[src/rtl/fifo4_wr_rd_ctrl_pkg.sv]
// Shared sizing constants for the 4-entry FIFO controller that drives an
// external 4x4 register file.
package fifo4_wr_rd_ctrl_pkg;
   localparam int unsigned DATA_W = 4;
   localparam int unsigned DEPTH  = 4;
   localparam int unsigned PTR_W  = 2;
   localparam int unsigned CNT_W  = 3;
endpackage

[src/rtl/fifo4_wr_rd_ctrl_if.sv]
// FIFO user handshake plus register-file side signals of the controller.
interface fifo4_wr_rd_ctrl_if #(
   parameter int unsigned DATA_W = fifo4_wr_rd_ctrl_pkg::DATA_W
);
   import fifo4_wr_rd_ctrl_pkg::*;

   logic                push;
   logic [DATA_W-1:0]   push_data;
   logic                pop;
   logic [DATA_W-1:0]   pop_data;
   logic                pop_valid;
   logic                full;
   logic                empty;
   logic [CNT_W-1:0]    count;
   logic                overflow;
   logic                underflow;
   logic [DATA_W-1:0]   rf_data_in;
   logic                rf_wr_enb;
   logic [PTR_W-1:0]    rf_wr_sel;
   logic                rf_rd_enb;
   logic [PTR_W-1:0]    rf_rd_sel;
   logic [DATA_W-1:0]   rf_data_out;

   modport master (
      output push, push_data, pop, rf_data_out,
      input  pop_data, pop_valid, full, empty, count, overflow, underflow,
             rf_data_in, rf_wr_enb, rf_wr_sel, rf_rd_enb, rf_rd_sel
   );

   modport slave (
      input  push, push_data, pop, rf_data_out,
      output pop_data, pop_valid, full, empty, count, overflow, underflow,
             rf_data_in, rf_wr_enb, rf_wr_sel, rf_rd_enb, rf_rd_sel
   );
endinterface

[src/rtl/fifo4_wr_rd_ctrl.sv]
// Write/read controller for a 4-deep FIFO; storage lives in an external 4x4
// register file with active-low strobes and a transparent write port.
module fifo4_wr_rd_ctrl #(
   parameter int unsigned DATA_W = fifo4_wr_rd_ctrl_pkg::DATA_W,
   parameter int unsigned DEPTH  = fifo4_wr_rd_ctrl_pkg::DEPTH
) (
   input  logic               clk,
   input  logic               rst,
   fifo4_wr_rd_ctrl_if.slave  bus
);
   import fifo4_wr_rd_ctrl_pkg::*;

   logic [PTR_W-1:0]  r_wr_ptr;
   logic [PTR_W-1:0]  r_rd_ptr;
   logic [CNT_W-1:0]  r_count;
   logic              r_full;
   logic              r_empty;
   logic [DATA_W-1:0] r_rf_data_in;
   logic              r_rf_wr_enb;
   logic [PTR_W-1:0]  r_rf_wr_sel;
   logic              r_rf_rd_enb;
   logic [DATA_W-1:0] r_pop_data;
   logic              r_pop_valid;
   logic              r_overflow;
   logic              r_underflow;

   logic              w_push_ok;
   logic              w_pop_ok;
   logic [CNT_W-1:0]  w_cnt_nxt;

   // Acceptance uses only registered flags, so no push/pop -> flag path exists.
   always_comb begin
      w_push_ok = bus.push & ~r_full;
      w_pop_ok  = bus.pop & ~r_empty;
      w_cnt_nxt = r_count;
      case ({w_push_ok, w_pop_ok})
         2'b10:   w_cnt_nxt = r_count + CNT_W'(1);
         2'b01:   w_cnt_nxt = r_count - CNT_W'(1);
         default: w_cnt_nxt = r_count;
      endcase
   end

   always_ff @(posedge clk) begin
      if (rst) begin
         r_wr_ptr     <= '0;
         r_rd_ptr     <= '0;
         r_count      <= '0;
         r_full       <= 1'b0;
         r_empty      <= 1'b1;
         r_rf_data_in <= '0;
         r_rf_wr_enb  <= 1'b1;
         r_rf_wr_sel  <= '0;
         r_rf_rd_enb  <= 1'b1;
         r_pop_data   <= '0;
         r_pop_valid  <= 1'b0;
         r_overflow   <= 1'b0;
         r_underflow  <= 1'b0;
      end else begin
         // Write strobe fires in the cycle after acceptance with address/data held.
         r_rf_wr_enb <= ~w_push_ok;
         if (w_push_ok) begin
            r_rf_data_in <= bus.push_data;
            r_rf_wr_sel  <= r_wr_ptr;
            r_wr_ptr     <= r_wr_ptr + PTR_W'(1);
         end
         r_pop_valid <= w_pop_ok;
         if (w_pop_ok) begin
            r_pop_data <= bus.rf_data_out;
            r_rd_ptr   <= r_rd_ptr + PTR_W'(1);
         end
         r_count     <= w_cnt_nxt;
         r_full      <= (w_cnt_nxt == CNT_W'(DEPTH));
         r_empty     <= (w_cnt_nxt == '0);
         r_rf_rd_enb <= (w_cnt_nxt == '0);
         if (bus.push & r_full)
            r_overflow <= 1'b1;
         if (bus.pop & r_empty)
            r_underflow <= 1'b1;
      end
   end

   assign bus.rf_data_in = r_rf_data_in;
   assign bus.rf_wr_enb  = r_rf_wr_enb;
   assign bus.rf_wr_sel  = r_rf_wr_sel;
   assign bus.rf_rd_enb  = r_rf_rd_enb;
   assign bus.rf_rd_sel  = r_rd_ptr;
   assign bus.pop_data   = r_pop_data;
   assign bus.pop_valid  = r_pop_valid;
   assign bus.full       = r_full;
   assign bus.empty      = r_empty;
   assign bus.count      = r_count;
   assign bus.overflow   = r_overflow;
   assign bus.underflow  = r_underflow;

endmodule

[src/flat_wrapper.sv]
// flat-port wrapper written by rule: the top's interface ports become plain ports
module fifo4_wr_rd_ctrl_flat import fifo4_wr_rd_ctrl_pkg::*;
#(
   parameter int unsigned DATA_W = fifo4_wr_rd_ctrl_pkg::DATA_W,
   parameter int unsigned DEPTH  = fifo4_wr_rd_ctrl_pkg::DEPTH
)
  (clk, rst, bus_push, bus_push_data, bus_pop, bus_rf_data_out, bus_pop_data, bus_pop_valid, bus_full, bus_empty, bus_count, bus_overflow, bus_underflow, bus_rf_data_in, bus_rf_wr_enb, bus_rf_wr_sel, bus_rf_rd_enb, bus_rf_rd_sel);
  fifo4_wr_rd_ctrl_if #(.DATA_W(DATA_W)) bus_i ();
  input  logic clk;
  input  logic rst;
  input wire logic [$bits(bus_i.push)-1:0] bus_push;
  input wire logic [$bits(bus_i.push_data)-1:0] bus_push_data;
  input wire logic [$bits(bus_i.pop)-1:0] bus_pop;
  input wire logic [$bits(bus_i.rf_data_out)-1:0] bus_rf_data_out;
  output wire logic [$bits(bus_i.pop_data)-1:0] bus_pop_data;
  output wire logic [$bits(bus_i.pop_valid)-1:0] bus_pop_valid;
  output wire logic [$bits(bus_i.full)-1:0] bus_full;
  output wire logic [$bits(bus_i.empty)-1:0] bus_empty;
  output wire logic [$bits(bus_i.count)-1:0] bus_count;
  output wire logic [$bits(bus_i.overflow)-1:0] bus_overflow;
  output wire logic [$bits(bus_i.underflow)-1:0] bus_underflow;
  output wire logic [$bits(bus_i.rf_data_in)-1:0] bus_rf_data_in;
  output wire logic [$bits(bus_i.rf_wr_enb)-1:0] bus_rf_wr_enb;
  output wire logic [$bits(bus_i.rf_wr_sel)-1:0] bus_rf_wr_sel;
  output wire logic [$bits(bus_i.rf_rd_enb)-1:0] bus_rf_rd_enb;
  output wire logic [$bits(bus_i.rf_rd_sel)-1:0] bus_rf_rd_sel;
  assign bus_i.push = bus_push;
  assign bus_i.push_data = bus_push_data;
  assign bus_i.pop = bus_pop;
  assign bus_i.rf_data_out = bus_rf_data_out;
  assign bus_pop_data = bus_i.pop_data;
  assign bus_pop_valid = bus_i.pop_valid;
  assign bus_full = bus_i.full;
  assign bus_empty = bus_i.empty;
  assign bus_count = bus_i.count;
  assign bus_overflow = bus_i.overflow;
  assign bus_underflow = bus_i.underflow;
  assign bus_rf_data_in = bus_i.rf_data_in;
  assign bus_rf_wr_enb = bus_i.rf_wr_enb;
  assign bus_rf_wr_sel = bus_i.rf_wr_sel;
  assign bus_rf_rd_enb = bus_i.rf_rd_enb;
  assign bus_rf_rd_sel = bus_i.rf_rd_sel;
  fifo4_wr_rd_ctrl #(.DATA_W(DATA_W), .DEPTH(DEPTH)) u_core (.clk(clk), .rst(rst), .bus(bus_i));
endmodule
[config.mk]
export PLATFORM = sky130hd
export DESIGN_NAME = fifo4_wr_rd_ctrl_flat
export DESIGN_NICKNAME = d
export VERILOG_FILES = /design/src/rtl/fifo4_wr_rd_ctrl_pkg.sv /design/src/rtl/fifo4_wr_rd_ctrl_if.sv /design/src/rtl/fifo4_wr_rd_ctrl.sv /design/src/flat_wrapper.sv
export SDC_FILE = /design/constraint.sdc
export NUM_CORES = 1
export LEC_CHECK = 0
export CORE_MARGIN = 2
export CORE_UTILIZATION = 44
export CTS_CLUSTER_SIZE = 16
export DETAILED_ROUTE_END_ITERATION = 12
export PLACE_DENSITY = 0.81
export SYNTH_ARGS = -nofsm -noshare
export SYNTH_HDL_FRONTEND = slang
export SYNTH_SLANG_ARGS = --single-unit
[constraint.sdc]
create_clock -name clk -period 5.6 [get_ports clk]
set_clock_uncertainty 0.15 [all_clocks]
set_input_delay 0.84 -clock clk [delete_from_list [all_inputs] [get_ports clk]]
set_output_delay 0.84 -clock clk [all_outputs]
set_load 0.05 [all_outputs]
==> impl_metrics.toml <==
[run_status]
outcome = "finished, final reports clean"

[synth]
syn_avg_cell_area_um2 = 9.77
synth_seq_cells = 23
synth_top_family_by_area = "simple AND/OR/NAND/NOR gates"
synth-compound-area-share = 0.0859
synth.distinct_cells = 22
synth_top_area_cell = "dfxtp_1"
synth-xor-area-share = 0.0611
ys_warn_count = 0
synthAdderAreaFrac = 0.0378
ys_seq_area_frac = 0.536
synth_area_um2 = 860
syn_nets = 102
synthMuxAreaShare = 0.0582
synthCells = 88
synth-simple-area-share = 0.178
synthTopCellsByArea = "dfxtp_1 (54%), mux2i_1 (5.8%), nor2_1 (5.7%)"
yosysTopAreaCellShare = 0.536

[setup_path]
worst-path-max-fanout = 8
crit_path_top_delay_cell = "nor2b_1"
path_class = "input pin to register"
path_buf_inv = 2
worst_setup_path_end_kind = "register"
max_stage_delay_ps = 530
cp-start-kind = "input pin"
crit_required_ps = 5650
crit_family = "buffers and inverters"
path_cells = "clkdlybuf4s50_1 > nor2b_1 > inv_2 > ha_1 > fa_1 > xnor2_1 > o21a_1 > o221a_2"
cp.arrival_ps = 3390

[final_layout]
finish.net_count = 135
layoutNonFillerInstCount = 145
antenna_cells = 0
drive_gt1_frac = 0.0500
postLayoutCellArea_um2 = 1220
syn_to_final_growth_pct = 41.6

[clock_tree]
cts_resized = 0
h-tree-depth = 1
clockBufferDepth = 2
cts_root_buffer = "clkbuf_4"
clkTransAtPathRegs_ps = 120
cts_tree = "built"
post_cts_buffers = 0
clk_latency_ps = 300
cts.sinks = 23
holdBufCountCts = 0
numCtsBuffers = 3

[routing]
drt_pass1_iterations = 4
ant_nets = 0
vias = 691
top_layer_used = "met4"
wl_met2_um = 906
drtIter0Drc = 7
drt-total-wl_um = 1790
wire_per_inst_um = 12.4
met3_wirelength_um = 95
drt-met1-wl_um = 759
post-route-drc-count = 0
vias_per_cell = 4.77

[floorplanning]
die_area_um2 = 2320
die_x_um = 48.2
dieHeight_um = 48.2
coreArea_um2 = 1780
rows = 15
initial_core_util = 0.482
io_pins = 34

[sta]
fin_tns_setup_ps = 0
max_clock_freq_ghz = 0.300
grt_setup_unrepaired = "false"
hold_viol_final = 0
period_minus_slack_ps = 3340
slew_violations = 0
setup_viol = 0
relSlewSlack = 0.554
worst_pin_slew_ps = 667
setup_ws_ps = 2260
min_period_over_period = 0.596

[placement]
dpl_cell_area_um2 = 1190
dpl.hpwl_um = 1320
placed_cells = 141
port_buffers = 33
dpl_worst_slack_ps = 1990
gp_congestion = 0.730

[power_and_ir_drop]
power_leakage_nw = 0.470
powerDensity_nw_per_um2 = 418
ir_worst_vdd_mv = 0.293

[global_routing]
grt_max_degree = 20
grt_pass1_vias = 612
grt_pass1_wl_um = 2730
gr-total-overflow = 0
antenna_found_initial = 0
grt_usage = 0.174

[worst_hold_path]
hold_path_class = "register to register"

[run]
drv_cap = 0
cells in the final DEF (no fill, tap or decap):
master           count
nand2_1             12
dfxtp_1             23
clkdlybuf4s50_1     33
xor2_1               3
nor2_1              13
nor2b_1              2
a21oi_1              8
mux2i_1              5
o21a_1               2
o221a_2              1
and2_1               1
clkbuf_4             3
ha_1                 1
nor3b_2              1
inv_1                1
nor3_1               1
inv_2                1
o31ai_1              1
clkbuf_1             1
nand3b_1             2
fa_1                 1
xnor2_1              3
nor3b_1              1
synthesized netlist by cell type:
master	instances
buf_4	2
o21a_1	2
o221a_2	1
fa_1	1
buf_2	3
nor2b_1	2
inv_1	1
nand2_1	12
and2_1	1
mux2i_1	5
nor3b_2	1
a21oi_1	8
dfxtp_1	23
nor3b_1	1
xnor2_1	3
o31ai_1	1
xor2_1	3
nor3_1	1
ha_1	1
nand3b_1	2
inv_2	1
nor2_1	13
layout make-up:
| class | count | area (µm²) |
|---|---|---|
| fillers | 151 | 566 |
| clock buffers | 4 | 26.3 |
| multi-input cells | 58 | 362 |
| repair buffers | 33 | 330 |
| well taps | 25 | 31.3 |
| inverters | 2 | 7.51 |
| flip-flops and latches | 23 | 460 |
path summary, 6_finish.rpt:
check / end / slack [ps] / cells past startpoint / from
worst max-delay path: u_core.bus.full / 2260 / 8 / bus_push
worst min-delay path: u_core.bus.rf_data_in[2] / 320 / 2 / u_core.bus.rf_data_in[2]
worst max register to register: u_core.bus.full / 3000 / 7 / u_core.bus.full
worst min register to register: u_core.bus.rf_data_in[2] / 320 / 2 / u_core.bus.rf_data_in[2]
worst reg2reg max path, cell delays in order (launching register included):
cell,delay (ps)
dfxtp_1,360
nor2b_1,500
inv_2,170
ha_1,280
fa_1,390
xnor2_1,160
o21a_1,210
o221a_2,290
per-layer routing:
layer / vias to the layer above / track usage
li1: 348 / -
met4: 0 / 0.0811
met1: 314 / 0.207
met5: - / 0
met2: 25 / 0.303
met3: 4 / 0.0296
stage by stage:
step | utilization | hold WS (ps) | total power [W]
3_3_place_gp | 0.668 | 292 | 0.000434
4_1_cts | 0.683 | 318 | 0.000512
2_1_floorplan | - | 294 | 0.000374
5_1_grt | 0.683 | 328 | 0.000538
3_5_place_dp | 0.668 | 301 | 0.000439
6_report | 0.683 | 318 | 0.000509
power breakdown:
part           internal (W)  switching (W)  leakage (nW)
clock             0.0000278      0.0000456        0.0150
sequential         0.000188      0.0000226         0.189
combinational     0.0000842       0.000140         0.266
cell families (layout without fill, tap and decap cells):
kind of cell,count (synthesis),count (layout)
AND/OR/NAND/NOR,33,33
multiplexers,5,5
adder cells (fa/ha/maj),2,2
buffers and inverters,7,39
flip-flops,23,23
XOR/XNOR,6,6
AO/OA/AOI/OAI,12,12
registers in the layout, indices dropped and copies added, names as in the netlist, 2 cells and up:
register,cells
u_core.bus.count,3
u_core.bus.rf_data_in,4
u_core.bus.rf_wr_sel,2
u_core.bus.rf_rd_sel,2
u_core.r_wr_ptr,2
u_core.bus.pop_data,4
(Power assumes the default switching activity.)
